==> config.mk <==
export PLATFORM = sky130hd
export DESIGN_NAME = perf_counter_bank
export DESIGN_NICKNAME = d
export VERILOG_FILES = /design/src/rtl/perf_pkg.sv /design/src/rtl/dff.sv /design/src/rtl/perf_sat_counter.sv /design/src/rtl/perf_counter_bank.sv
export SDC_FILE = /design/constraint.sdc
export NUM_CORES = 1
export LEC_CHECK = 0
export CAP_MARGIN = 20
export CORE_ASPECT_RATIO = 1.4
export CORE_MARGIN = 2
export CORE_UTILIZATION = 54
export CTS_CLUSTER_SIZE = 14
export DETAILED_ROUTE_END_ITERATION = 10
export PLACE_DENSITY = 0.91
export REMOVE_ABC_BUFFERS = 1
export SLEW_MARGIN = 20
export SYNTH_ARGS = -nofsm -noshare
export SYNTH_HDL_FRONTEND = slang
export SYNTH_HIERARCHICAL = 1
export SYNTH_SLANG_ARGS = --single-unit
==> constraint.sdc <==
create_clock -name clk -period 9.6 [get_ports clk]
set_clock_uncertainty 0.2 [all_clocks]
set_input_delay 2.88 -clock clk [delete_from_list [all_inputs] [get_ports clk]]
set_output_delay 2.88 -clock clk [all_outputs]
set_load 0.05 [all_outputs]
==> src/rtl/perf_pkg.sv <==
// Shared types and helpers for the rasterizer performance counter bank.
package perf_pkg;

    localparam int PERF_STATE_W = 2;
    localparam int POP_MAX_W    = 64;

    typedef enum logic [PERF_STATE_W-1:0] {
        ST_IDLE   = 2'd0,
        ST_WARMUP = 2'd1,
        ST_RUN    = 2'd2,
        ST_FROZEN = 2'd3
    } perf_state_t;

    // Counts set bits in the low `width` bits of `bits`; callers zero-extend to POP_MAX_W.
    function automatic int unsigned popcount(input logic [POP_MAX_W-1:0] bits,
                                             input int unsigned          width);
        int unsigned n;
        n = 0;
        for (int unsigned i = 0; i < POP_MAX_W; i++) begin
            if (i < width && bits[i]) n++;
        end
        return n;
    endfunction

endpackage

==> src/rtl/dff.sv <==
// Pipeline register cell, asynchronously cleared to zero.
module dff #(
    parameter int WIDTH = 1
) (
    input  logic             clk,
    input  logic             rst,
    input  logic [WIDTH-1:0] d,
    output logic [WIDTH-1:0] q
);

    always_ff @(posedge clk or posedge rst) begin
        if (rst) q <= '0;
        else     q <= d;
    end

endmodule

==> src/rtl/perf_sat_counter.sv <==
// Saturating event counter with a sticky overflow flag.
module perf_sat_counter #(
    parameter int CNT_W = 32,
    parameter int INC_W = 2
) (
    input  logic             clk,
    input  logic             rst,
    input  logic             clr,
    input  logic             en,
    input  logic [INC_W-1:0] inc,
    output logic [CNT_W-1:0] count,
    output logic             sat
);

    localparam int SUM_W = CNT_W + 1;

    logic [SUM_W-1:0] sum;

    assign sum = {1'b0, count} + SUM_W'(inc);

    // NOTE: state registers use non-blocking assignments so every flop samples pre-edge values.
    always_ff @(posedge clk or posedge rst) begin
        if (rst) begin
            count <= '0;
            sat   <= 1'b0;
        end else if (clr) begin
            count <= '0;
            sat   <= 1'b0;
        end else if (en) begin
            if (sum[CNT_W]) begin
                count <= '1;
                sat   <= 1'b1;
            end else begin
                count <= sum[CNT_W-1:0];
            end
        end
    end

endmodule

==> src/rtl/perf_counter_bank.sv <==
// Performance counter bank observing the multi-lane sample-test pipeline.
// Define PERF_TRI_COUNT_EN to build the triangle-change delay lines and counter.
module perf_counter_bank
    import perf_pkg::*;
#(
    parameter int LANES      = 2,
    parameter int CNT_W      = 32,
    parameter int PIPE_DEPTH = 3,
    parameter int WARMUP     = 3,
    parameter int WIN_W      = 20,
    parameter int SIGFIG     = 24,
    parameter int VERTS      = 3,
    parameter int AXIS       = 3
) (
    input  logic                                 clk,
    input  logic                                 rst,
    input  logic                                 start,
    input  logic                                 stop,
    input  logic                                 clear,
    input  logic                                 snap_req,
    input  logic [WIN_W-1:0]                     window_len,
    input  logic [LANES-1:0]                     validSamp_R16H,
    input  logic [LANES-1:0]                     hit_valid_R18H,
    input  logic signed [VERTS*AXIS*SIGFIG-1:0]  tri_R16S,
    output logic [CNT_W-1:0]                     snap_sample,
    output logic [CNT_W-1:0]                     snap_hit,
    output logic [CNT_W-1:0]                     snap_tri,
    output logic [CNT_W-1:0]                     snap_cycle,
    output logic                                 report_valid,
    output logic                                 sat_flag,
    output logic [PERF_STATE_W-1:0]              state
);

    localparam int INC_W  = $clog2(LANES + 1);
    localparam int WARM_W = $clog2(WARMUP + 2);
    localparam int SUM_W  = CNT_W + 1;

    perf_state_t       state_q, state_d;
    logic [WARM_W-1:0] warm_q;
    logic              run, warm_load, warm_dec;
    logic [WIN_W-1:0]  win_q;
    logic              win_hit, fire;

    logic [PIPE_DEPTH:0][LANES-1:0] v_pipe;
    logic [LANES-1:0]  v_d;
    logic [INC_W-1:0]  samp_inc, hit_inc;
    logic [CNT_W-1:0]  samp_cnt, hit_cnt, cyc_cnt;
    logic              samp_sat, hit_sat, cyc_sat, tri_sat;

    // Value a counter will hold after this edge; lets a snapshot include the current cycle.
    function automatic logic [CNT_W-1:0] next_val(input logic [CNT_W-1:0] cnt,
                                                  input logic [CNT_W-1:0] inc,
                                                  input logic             en);
        logic [SUM_W-1:0] s;
        s = {1'b0, cnt} + {1'b0, inc};
        if (!en)     return cnt;
        if (s[CNT_W]) return '1;
        return s[CNT_W-1:0];
    endfunction

    always_ff @(posedge clk or posedge rst) begin
        if (rst) state_q <= ST_IDLE;
        else     state_q <= state_d;
    end

    // NOTE: default assignment first so no path through this block can infer a latch.
    always_comb begin
        state_d = state_q;
        if (clear) begin
            state_d = ST_IDLE;
        end else begin
            unique case (state_q)
                ST_IDLE:   if (start) state_d = (WARMUP == 0) ? ST_RUN : ST_WARMUP;
                ST_WARMUP: if (stop) state_d = ST_FROZEN;
                           else if (warm_q == WARM_W'(1)) state_d = ST_RUN;
                ST_RUN:    if (stop) state_d = ST_FROZEN;
                ST_FROZEN: if (start) state_d = ST_RUN;
                default:   state_d = ST_IDLE;
            endcase
        end
    end

    always_comb begin
        run       = (state_q == ST_RUN);
        warm_load = (state_q == ST_IDLE) && start && !clear;
        warm_dec  = (state_q == ST_WARMUP);
    end

    assign state = state_q;

    always_ff @(posedge clk or posedge rst) begin
        if (rst)                            warm_q <= '0;
        else if (clear)                     warm_q <= '0;
        else if (warm_load)                 warm_q <= WARM_W'(WARMUP);
        else if (warm_dec && warm_q != '0)  warm_q <= warm_q - 1'b1;
    end

    // The >= compare makes a shortened window fire on the very next RUN cycle.
    assign win_hit = run && (window_len != '0) && (win_q >= window_len - WIN_W'(1));
    assign fire    = (win_hit || snap_req) && !clear;

    always_ff @(posedge clk or posedge rst) begin
        if (rst)        win_q <= '0;
        else if (clear) win_q <= '0;
        else if (run)   win_q <= win_hit ? '0 : win_q + 1'b1;
    end

    assign v_pipe[0] = validSamp_R16H;
    for (genvar i = 0; i < PIPE_DEPTH; i++) begin : g_vdly
        dff #(.WIDTH(LANES)) u_dff (.clk(clk), .rst(rst), .d(v_pipe[i]), .q(v_pipe[i+1]));
    end
    assign v_d = v_pipe[PIPE_DEPTH];

    assign samp_inc = INC_W'(popcount(POP_MAX_W'(v_d), LANES));
    assign hit_inc  = INC_W'(popcount(POP_MAX_W'(v_d & hit_valid_R18H), LANES));

    perf_sat_counter #(.CNT_W(CNT_W), .INC_W(INC_W)) u_sample (
        .clk(clk), .rst(rst), .clr(clear), .en(run), .inc(samp_inc), .count(samp_cnt), .sat(samp_sat));
    perf_sat_counter #(.CNT_W(CNT_W), .INC_W(INC_W)) u_hit (
        .clk(clk), .rst(rst), .clr(clear), .en(run), .inc(hit_inc), .count(hit_cnt), .sat(hit_sat));
    perf_sat_counter #(.CNT_W(CNT_W), .INC_W(1)) u_cycle (
        .clk(clk), .rst(rst), .clr(clear), .en(run), .inc(1'b1), .count(cyc_cnt), .sat(cyc_sat));

    // Snapshots survive clear; only rst wipes them.
    always_ff @(posedge clk or posedge rst) begin
        if (rst) begin
            snap_sample  <= '0;
            snap_hit     <= '0;
            snap_cycle   <= '0;
            report_valid <= 1'b0;
        end else begin
            report_valid <= fire;
            if (fire) begin
                snap_sample <= next_val(samp_cnt, CNT_W'(samp_inc), run);
                snap_hit    <= next_val(hit_cnt, CNT_W'(hit_inc), run);
                snap_cycle  <= next_val(cyc_cnt, CNT_W'(1), run);
            end
        end
    end

`ifdef PERF_TRI_COUNT_EN
    localparam int TRI_W = VERTS * AXIS * SIGFIG;

    logic [PIPE_DEPTH:0][TRI_W-1:0] t_pipe;
    logic [TRI_W-1:0] tri_a, tri_b;
    logic             tri_inc;
    logic [CNT_W-1:0] tri_cnt;

    assign t_pipe[0] = tri_R16S;
    for (genvar i = 0; i < PIPE_DEPTH; i++) begin : g_tdly
        dff #(.WIDTH(TRI_W)) u_dff (.clk(clk), .rst(rst), .d(t_pipe[i]), .q(t_pipe[i+1]));
    end
    assign tri_a   = t_pipe[PIPE_DEPTH-1];
    assign tri_b   = t_pipe[PIPE_DEPTH];
    assign tri_inc = (tri_a != tri_b);

    perf_sat_counter #(.CNT_W(CNT_W), .INC_W(1)) u_tri (
        .clk(clk), .rst(rst), .clr(clear), .en(run), .inc(tri_inc), .count(tri_cnt), .sat(tri_sat));

    always_ff @(posedge clk or posedge rst) begin
        if (rst)       snap_tri <= '0;
        else if (fire) snap_tri <= next_val(tri_cnt, CNT_W'(tri_inc), run);
    end
`else
    logic unused_tri;

    assign unused_tri = ^tri_R16S;
    assign tri_sat    = 1'b0;
    assign snap_tri   = '0;
`endif

    assign sat_flag = samp_sat | hit_sat | cyc_sat | tri_sat;

endmodule

Word level (Yosys, flattened, before mapping)
Cells that the tools add are included.
{"block": "word_totals", "regBits": 227, "latchBits": 0, "ramBits": 0, "mem_bits_ro": 0, "word_cells": 114, "n_memories": 0}
{"block": "op_classes", "n_addsub": 8, "multipliers": 0, "n_div": 0, "n_lt_le_gt_ge": 1, "eq_ne": 8, "n_shift": 0, "n_mux": 58, "bitwise": 3, "n_reduce_logical": 20}
{"op": "two-way mux 32 bit", "count": 21}
{"op": "adder 32 x 2 -> 33 bit", "count": 2}
{"op": "two-way mux 20 bit", "count": 3}
{"op": "adder 32 x 1 -> 33 bit, second input constant", "count": 1}
{"op": "two-way mux 1 bit", "count": 22}
{"op": "adder 20 x 1 -> 20 bit, second input constant", "count": 1}
{"op": ">= comparator 20 bit", "count": 1}
{"op": "nonzero test 20 bit", "count": 1}
{"op": "subtractor 20 x 1 -> 20 bit, second input constant", "count": 1}
{"op": "two-way mux 2 bit", "count": 8}
{"op": "two-way mux 3 bit", "count": 3}
{"op": "!= test 3 bit, second input constant", "count": 3}
{"op": "one-hot mux 2 bit (4 select lines)", "count": 1}
{"op": "nonzero test 2 bit", "count": 4}
{"op": "logical AND 1 bit", "count": 6}
{"op": "AND reduction 2 bit", "count": 3}
{"op": "nonzero test 3 bit", "count": 2}
{"op": "adder 1 x 1 -> 2 bit, second input constant", "count": 2}
{"op": "equality test 2 bit, second input constant", "count": 2}
{"op": "!= test 4 x 3 -> 1 bit, second input constant", "count": 1}
{"op": "AND reduction 4 bit", "count": 1}
{"op": "equality test 3 x 1 -> 1 bit, second input constant", "count": 1}
{"op": "subtractor 3 x 1 -> 3 bit, second input constant", "count": 1}
{"op": "AND 2 bit", "count": 1}
{"op": "5 further kinds", "count": 6}

Depth between registers and ports, before layout
{"block": "depth", "word_depth": 10, "mapped_depth": 14}

Hierarchy
Netlist, hierarchy kept.
{"mod": "perf_counter_bank", "n_inst": 1, "cells_per_inst": 927, "area_each_um2": 8533.2, "seq_area_each_um2": 3052.9}
{"mod": "perf_sat_counter at u_hit ...", "n_inst": 2, "cells_per_inst": 224, "area_each_um2": 1980.6, "seq_area_each_um2": 825.8}
{"mod": "perf_sat_counter at u_cycle", "n_inst": 1, "cells_per_inst": 190, "area_each_um2": 1864.3, "seq_area_each_um2": 825.8}
{"mod": "dff", "n_inst": 3, "cells_per_inst": 3, "area_each_um2": 53.8, "seq_area_each_um2": 50.0}

Least setup slack after synthesis
Ideal clock, no wire load.
{"block": "synth_path", "path_kind": "in2reg", "from": "in window_len[11]", "to": "reg snap_hit[12]", "t_arrival_ps": 6161, "t_required_ps": 9272, "path_slack_ps": 3111, "cell_stages": 14, "cell_sequence": "or4_1 -> or3_1 -> or3_1 -> nor2_1 -> xnor2_1 -> ha_1 -> nand4_1 -> or3_1 -> nor3_1 -> a211o_1 -> a32oi_4 -> buf_6 -> buf_8 -> mux2_1"}
{"block": "synth_via", "elab_chain_len": 5, "word_cells_on_any_way": 7, "cone_classes": "add/sub (1); order compare (1); reduce/logical (5)"}
{"element": "from (decl)", "line": "perf_counter_bank.sv:21", "rtl": "input logic [WIN_W-1:0] window_len,"}
{"element": "subtractor 20 x 1 -> 20 bit / nonzero test 20 bit (equally long branches)", "line": "perf_counter_bank.sv:99", "rtl": "assign win_hit = run && (window_len != '0) && (win_q >= window_len - WIN_W'(1));"}
{"element": ">= comparator 20 bit / logical AND 1 bit (equally long branches)", "line": "perf_counter_bank.sv:99"}
{"element": "logical AND 1 bit *", "line": "perf_counter_bank.sv:99"}
{"element": "logical OR 1 bit *", "line": "perf_counter_bank.sv:100", "rtl": "assign fire = (win_hit || snap_req) && !clear;"}
{"element": "logical AND 1 bit *", "line": "perf_counter_bank.sv:100"}
{"element": "to (signal assigned)", "line": "perf_counter_bank.sv:135", "rtl": "snap_hit <= next_val(hit_cnt, CNT_W'(hit_inc), run);"}
{"element": "to (decl)", "line": "perf_counter_bank.sv:26", "rtl": "output logic [CNT_W-1:0] snap_hit,"}
Mark *: on every way between the ends. The rest lies on a longest branch, timed or not.
A chain may end at the register's enable or synchronous reset.

Final worst setup path
{"block": "layout_path", "from": "in window_len[11]", "to": "reg snap_sample[26]"}
{"block": "layout_via", "elab_chain_len": 5, "word_cells_on_any_way": 7, "cone_classes": "add/sub (1); order compare (1); reduce/logical (5)"}
{"element": "subtractor 20 x 1 -> 20 bit / nonzero test 20 bit (equally long branches)", "line": "perf_counter_bank.sv:99"}
{"element": ">= comparator 20 bit / logical AND 1 bit (equally long branches)", "line": "perf_counter_bank.sv:99"}
{"element": "logical AND 1 bit *", "line": "perf_counter_bank.sv:99"}
{"element": "logical OR 1 bit *", "line": "perf_counter_bank.sv:100"}
{"element": "logical AND 1 bit *", "line": "perf_counter_bank.sv:100"}
{"element": "to (signal assigned)", "line": "perf_counter_bank.sv:134", "rtl": "snap_sample <= next_val(samp_cnt, CNT_W'(samp_inc), run);"}
{"element": "to (decl)", "line": "perf_counter_bank.sv:25", "rtl": "output logic [CNT_W-1:0] snap_sample,"}
Marked as above.

==> metrics.txt <==
CP Data Required Time 9800 ps; Layout Cells excl Fill 2,016; Bufs on Longest Clock Path 3; HP Start g_vdly[0].u_dff/q[0]; Post-CTS Setup Inserts 0; grt ovf 0; Static Leak 0.00734 µW; Setup TNS 0 ps; Crit Path Category in -> reg; Worst-Skew Late Latency 520 ps; worst hold path depth 0; largest net degree at the start of global routing 80; Async SR Flop Fraction 100%; Synth Register Bits 227; endpoints failing hold 0; RSZ-0062 raised after global routing false; # DRC 0; vias post-DR 12,600; fin area 16,700 µm²; vias per cell 6.25; DIE AREA 28,200 µm²; CTS H-tree depth 1; Worst R2R Start state[1]; Worst Path Arrival 7340 ps; Rows 71; GRT Total Usage 24.7%; Slew Limit Fails 0; DP Area 15,900 µm²; Die Ht 198 µm; max cap viols 0; initial core utilization 54.5%; flip-flop and latch area 5680 µm²; DRT Pass-1 Iters 7; maximum achievable frequency 140 MHz; most common cell after layout, fill and taps aside dfrtp_1; Yosys top cell area share 39.1%; Power Density 126 nW/µm²; layout cell share with drive strength beyond 1 9.95%; period utilisation layout 74.4%; R2R cell count 8; multi-input logic area 8100 µm²; Mapped Cells 1,574; Area Growth Syn to Fin 14.7%; number of synthesized flops with an enable pin 0; post-synthesis sequential area ratio 39.1%; largest fanout on the critical path 65; Initial DRC Count 1,141; critical path capture point type flip-flop; WL final 35,400 µm; initial antenna violation count 0; Worst Hold Class reg -> reg; placer congestion estimate 0.904; CTS tree built; Synth Cell Area 14,500 µm²; R2R Path End u_hit/count[26]; Least-Margin Pin Slew 1110 ps; Main synth FF type dfrtp_1; top post-synthesis cells by area dfrtp_1 39%, mux2_2 6.0%, nand2_1 3.9%; number of global-route vias before repair 12,100; die width 143 µm; Max rail drop VDD 0.0000992 V; Sink Count 227; Syn Area/Cell 9.23 µm²; first-pass GRT wire length 58,300 µm; core area 26,700 µm²; Hold Buf Count CTS 0; Ys Warns 6; Tmin final 7140 ps; nets 1,964; HPWL Detailed 24,100 µm; Yosys cell types 78; R2R setup slack 5650 ps; drt wl/cell 17.5 µm; status finished clean; CTS resizes 0; I/O Pins 378; cell taking the most area after synthesis dfrtp_1; Rel. slew slack 25.7%; placed cells 1,975; CTS Buf Count 23; Worst setup SP type input port; fill count 2,110; Setup-failing EPs final 0; Detail Route Antenna Nets 0; Clock Pin Slew Worst Setup and Hold Paths 60 ps; Min-Delay Endpoint g_vdly[1].u_dff/q[0]; most frequent cells in the layout 227 x dfrtp_1, 149 x nand2_1, 129 x nor2_1; port buffer count 129; number of diodes 0; CTS Root Cell clkbuf_16
==> per-stage QoR <==
step	utilization [%]	setup slack, ps	hold slack (ps)	total power (µW)
after global placement	59.5	2020	134	1190
after CTS	62.3	2480	148	2120
final	62.5	2460	149	2100
after global routing	62.5	2220	168	2170
after detailed placement	59.5	1960	137	1200
after floorplan	-	1660	131	1130
==> layer usage <==
layer / part of all wire [%] / GRT usage, % / vias to the layer above
met1: 38 / 29.6 / 6208
met3: 6.1 / 3.34 / 100
li1: - / - / 5806
met5: 0 / 0 / -
met4: 3.3 / 10.6 / 0
met2: 53 / 44.2 / 496
==> sequential cells by signal, summed over array words and instances, names as in the netlist <==
name,cells
u_sample/count,32
u_hit/count,32
u_sample/sat,1
state,2
u_cycle/sat,1
u_cycle/count,32
g_vdly.u_dff/q,6
warm_q,3
snap_hit,32
u_hit/sat,1
snap_cycle,32
snap_sample,32
win_q,20
report_valid,1
==> area by class of cell <==
type,instances,share of cell area [%]
multi-input combinational,1204,48.6
sequential,227,34.1
timing repair buffer,147,8.68
clock buffer,32,3.84
tap,328,2.46
inverter,72,1.64
clock inverter,6,0.631
==> how the worst max path moves through the flow <==
stage | depth (start not counted) | endpoint | startpoint | slack [ps]
after floorplan | 12 | snap_cycle[0] | window_len[11] | 1660
after global placement | 14 | snap_sample[28] | window_len[11] | 2020
after detailed placement | 14 | snap_sample[19] | window_len[11] | 1960
after CTS | 14 | snap_sample[26] | window_len[11] | 2480
after global routing | 14 | snap_sample[26] | window_len[11] | 2220
final | 14 | snap_sample[26] | window_len[11] | 2460
==> cells in the mapped netlist (9+ instances only) <==
master,instances
mux2_2,78
a31oi_1,14
nand3_1,89
nor3_1,55
nor4_1,24
inv_1,72
xnor2_1,52
nand2b_1,12
and2_1,13
a211oi_1,18
buf_2,9
o21ai_0,46
xor2_1,51
and4_1,20
nor2_1,129
nand4_1,68
buf_4,40
mux2i_1,18
clkbuf_1,43
a21oi_1,68
ha_1,39
nand2_1,149
or3_1,15
dfrtp_1,227
nor2b_1,10
mux2_1,24
and3_1,43
==> critical path, stage by stage <==
cell	delay [ps]
clkdlybuf4s50_1	490
or4_1	600
or3_1	380
or3_1	360
nor2_1	140
xnor2_1	140
ha_1	260
nand4_1	100
or3_1	140
o22ai_1	70
a211o_1	360
a32oi_4	260
buf_4	690
mux2_2	420
==> power by group <==
| part | switching [µW] | internal (µW) | total [µW] |
|---|---|---|---|
| sequential | 15.0 | 968 | 983 |
| combinational | 137 | 58.8 | 196 |
| clock | 379 | 542 | 921 |
| total | 531 | 1570 | 2100 |
==> cells by family (layout without fill, tap and decap cells) <==
| group | count (synthesis) | count (layout) | synth area share, % |
|---|---|---|---|
| mux | 120 | 120 | 9.15 |
| simple gates | 690 | 690 | 25.7 |
| flops | 227 | 227 | 39.1 |
| buf+inv | 175 | 257 | 6.02 |
| fa+ha+maj | 43 | 43 | 3.91 |
| xor+xnor | 103 | 103 | 6.21 |
| compound gates | 214 | 214 | 9.87 |
| other cells | 2 | 34 | 0.0517 |
Note: power is estimated with default switching activity, not from simulation.
==> RTL edit, RTL diff (same settings) <==
Set the parameter `LANES` to 1 (it was 2).
--- a/src/rtl/perf_counter_bank.sv
+++ b/src/rtl/perf_counter_bank.sv
@@ -5,3 +5,3 @@
 #(
-    parameter int LANES      = 2,
+    parameter int LANES      = 1,
     parameter int CNT_W      = 32,
Interface: changed (resized hit_valid_R18H and validSamp_R16H); port bits go from 378 to 376. No check against the original RTL was run, so the function may have changed too.
==> RTL edit against the original RTL <==
- area after synthesis shrank 0.79%
- design area is 0.17% lower
- via count decreased by 3.2%
- largest cell class unchanged
- maximum frequency down 4.0%
- total power increased by 3.2%
- setup slack lost 0.30 ns
- hold slack lost 0.0017 ns
- sequential cell count fell by 3
- wire length shrank 1.1%
- critical endpoint is now snap_sample[25]
- critical path depth is the same
- highest routed layer unchanged
- largest power group is now clock
- sequential share of layout area down 0.39 points
- count of clock-buffer cells in the layout is 3 lower
==> RTL edit: results (changes against the original RTL) <==
| Metric | Value |
|---|---|
| Crit Path Max Fanout | `26 (was 65)` |
| Xor and xnor fraction of the mapped netlist area | `0.0869 (was 0.0621)` |
| Register area share after synthesis | `0.389 (was 0.391)` |
| Met3 WL post-DR | `2080 um (was 2160 um)` |
| Status | `completed (unchanged)` |
| RR Startpoint | `state[0] (was state[1])` |
| Clk_lat worst skew | `0.53 ns` |
| WL met1 | `13,900 um (was 13,400 um)` |
| CP peak stage delay | `between 0.6 and 0.7 ns` |
| Worst hold start | `g_vdly[1].u_dff/q (was g_vdly[0].u_dff/q[0])` |
| Syn avg cell area | `9.43 sq um (was 9.23 sq um)` |
| Dpl ws | `1.61 ns (was 1.96 ns)` |
| Inst Count DP | `1,925 (was 1,975)` |
| FILL cells | `2,018 (was 2,110)` |
| Synth area leader | `dfrtp_1 (unchanged)` |
| Mux cell area share after synthesis | `0.0892 (was 0.0915)` |
| Met1 Usage GRT | `0.307 (was 0.296)` |
| Setup crit start | `window_len[3] (was window_len[11])` |
| CP max-delay cell | `o2bb2ai_4 (was buf_4)` |
| Worst vdd ir | `0.153 mV (was 0.0992 mV)` |
| First-pass GRT wire length | `58,800 um (was 58,300 um)` |
| Post-DP Area | `15,700 sq um (was 15,900 sq um)` |
| Detail-routed net length per standard cell | `17.8 um (was 17.5 um)` |
| Leakage power | `7.27 nW (was 7.34 nW)` |
| Pin count of the biggest net entering global routing | `95 (was 80)` |
| Final cell count without fillers | `1,969 (was 2,016)` |
| GRT Overall Usage | `0.250 (was 0.247)` |
| Port bufs | `127 (was 129)` |
| DP HPWL | `24,200 um (was 24,100 um)` |
| Synth cell count leaders | `224 x dfrtp_1, 173 x nand2_1, 91 x nor2_1 (was 227 x dfrtp_1, 149 x nand2_1, 129 x nor2_1)` |
| Synth Area in Compound Gates | `0.0928 (was 0.0987)` |
| First-iteration detailed-routing DRC count | `955 (was 1,141)` |
| Routability cong. | `0.915 (was 0.904)` |
| Via count | `12,200 (was 12,600)` |
| Adder-cell share of the synthesized area | `0.0321 (was 0.0391)` |
| Slew HR | `0.298 (was 0.257)` |
| Drt pass-1 iters | `5 (was 7)` |
| Met3 usage | `0.0342 (was 0.0334)` |
| GRT met2 Usage | `0.447 (was 0.442)` |
| Top area cells in the synthesized netlist | `dfrtp_1 39%, mux2_2 5.4%, xnor2_1 5.1% (was dfrtp_1 39%, mux2_2 6.0%, nand2_1 3.9%)` |
| Fraction of layout cells with a size suffix above 1 | `0.117 (was 0.0995)` |
| Inserted Clock Buffers | `24 (was 23)` |
| DR WL met2 | `18,100 um (was 18,700 um)` |
[RTL edit: final timing paths]
kind / slack (ns) / endpoint / depth (start not counted)
setup / recovery: 2.16 / snap_sample[25] / 14
hold / removal: 0.15 / g_vdly[2].u_dff/q / 0
setup reg to reg: 5.62 / snap_sample[25] / 6
hold reg to reg: 0.15 / g_vdly[2].u_dff/q / 0
max in group asynchronous: 5.24 / snap_cycle[28] / 4
min in group asynchronous: 2.54 / g_vdly[2].u_dff/q / 2
[RTL edit: area by class of cell]
type,count,area [sq um],area share
clock inverters,14,206,0.0124
clock buffers,29,649,0.0391
well taps,324,405,0.0244
repair buffers,136,1360,0.0819
inverters,54,205,0.0123
multi-input cells,1188,8190,0.493
flip-flops and latches,224,5610,0.337
[RTL edit: power breakdown]
| group | internal [mW] | total [mW] | switching [mW] |
|---|---|---|---|
| clock | 0.616 | 1.01 | 0.395 |
| sequential | 0.954 | 0.967 | 0.0131 |
| combinational | 0.0561 | 0.190 | 0.134 |
| total | 1.63 | 2.17 | 0.541 |
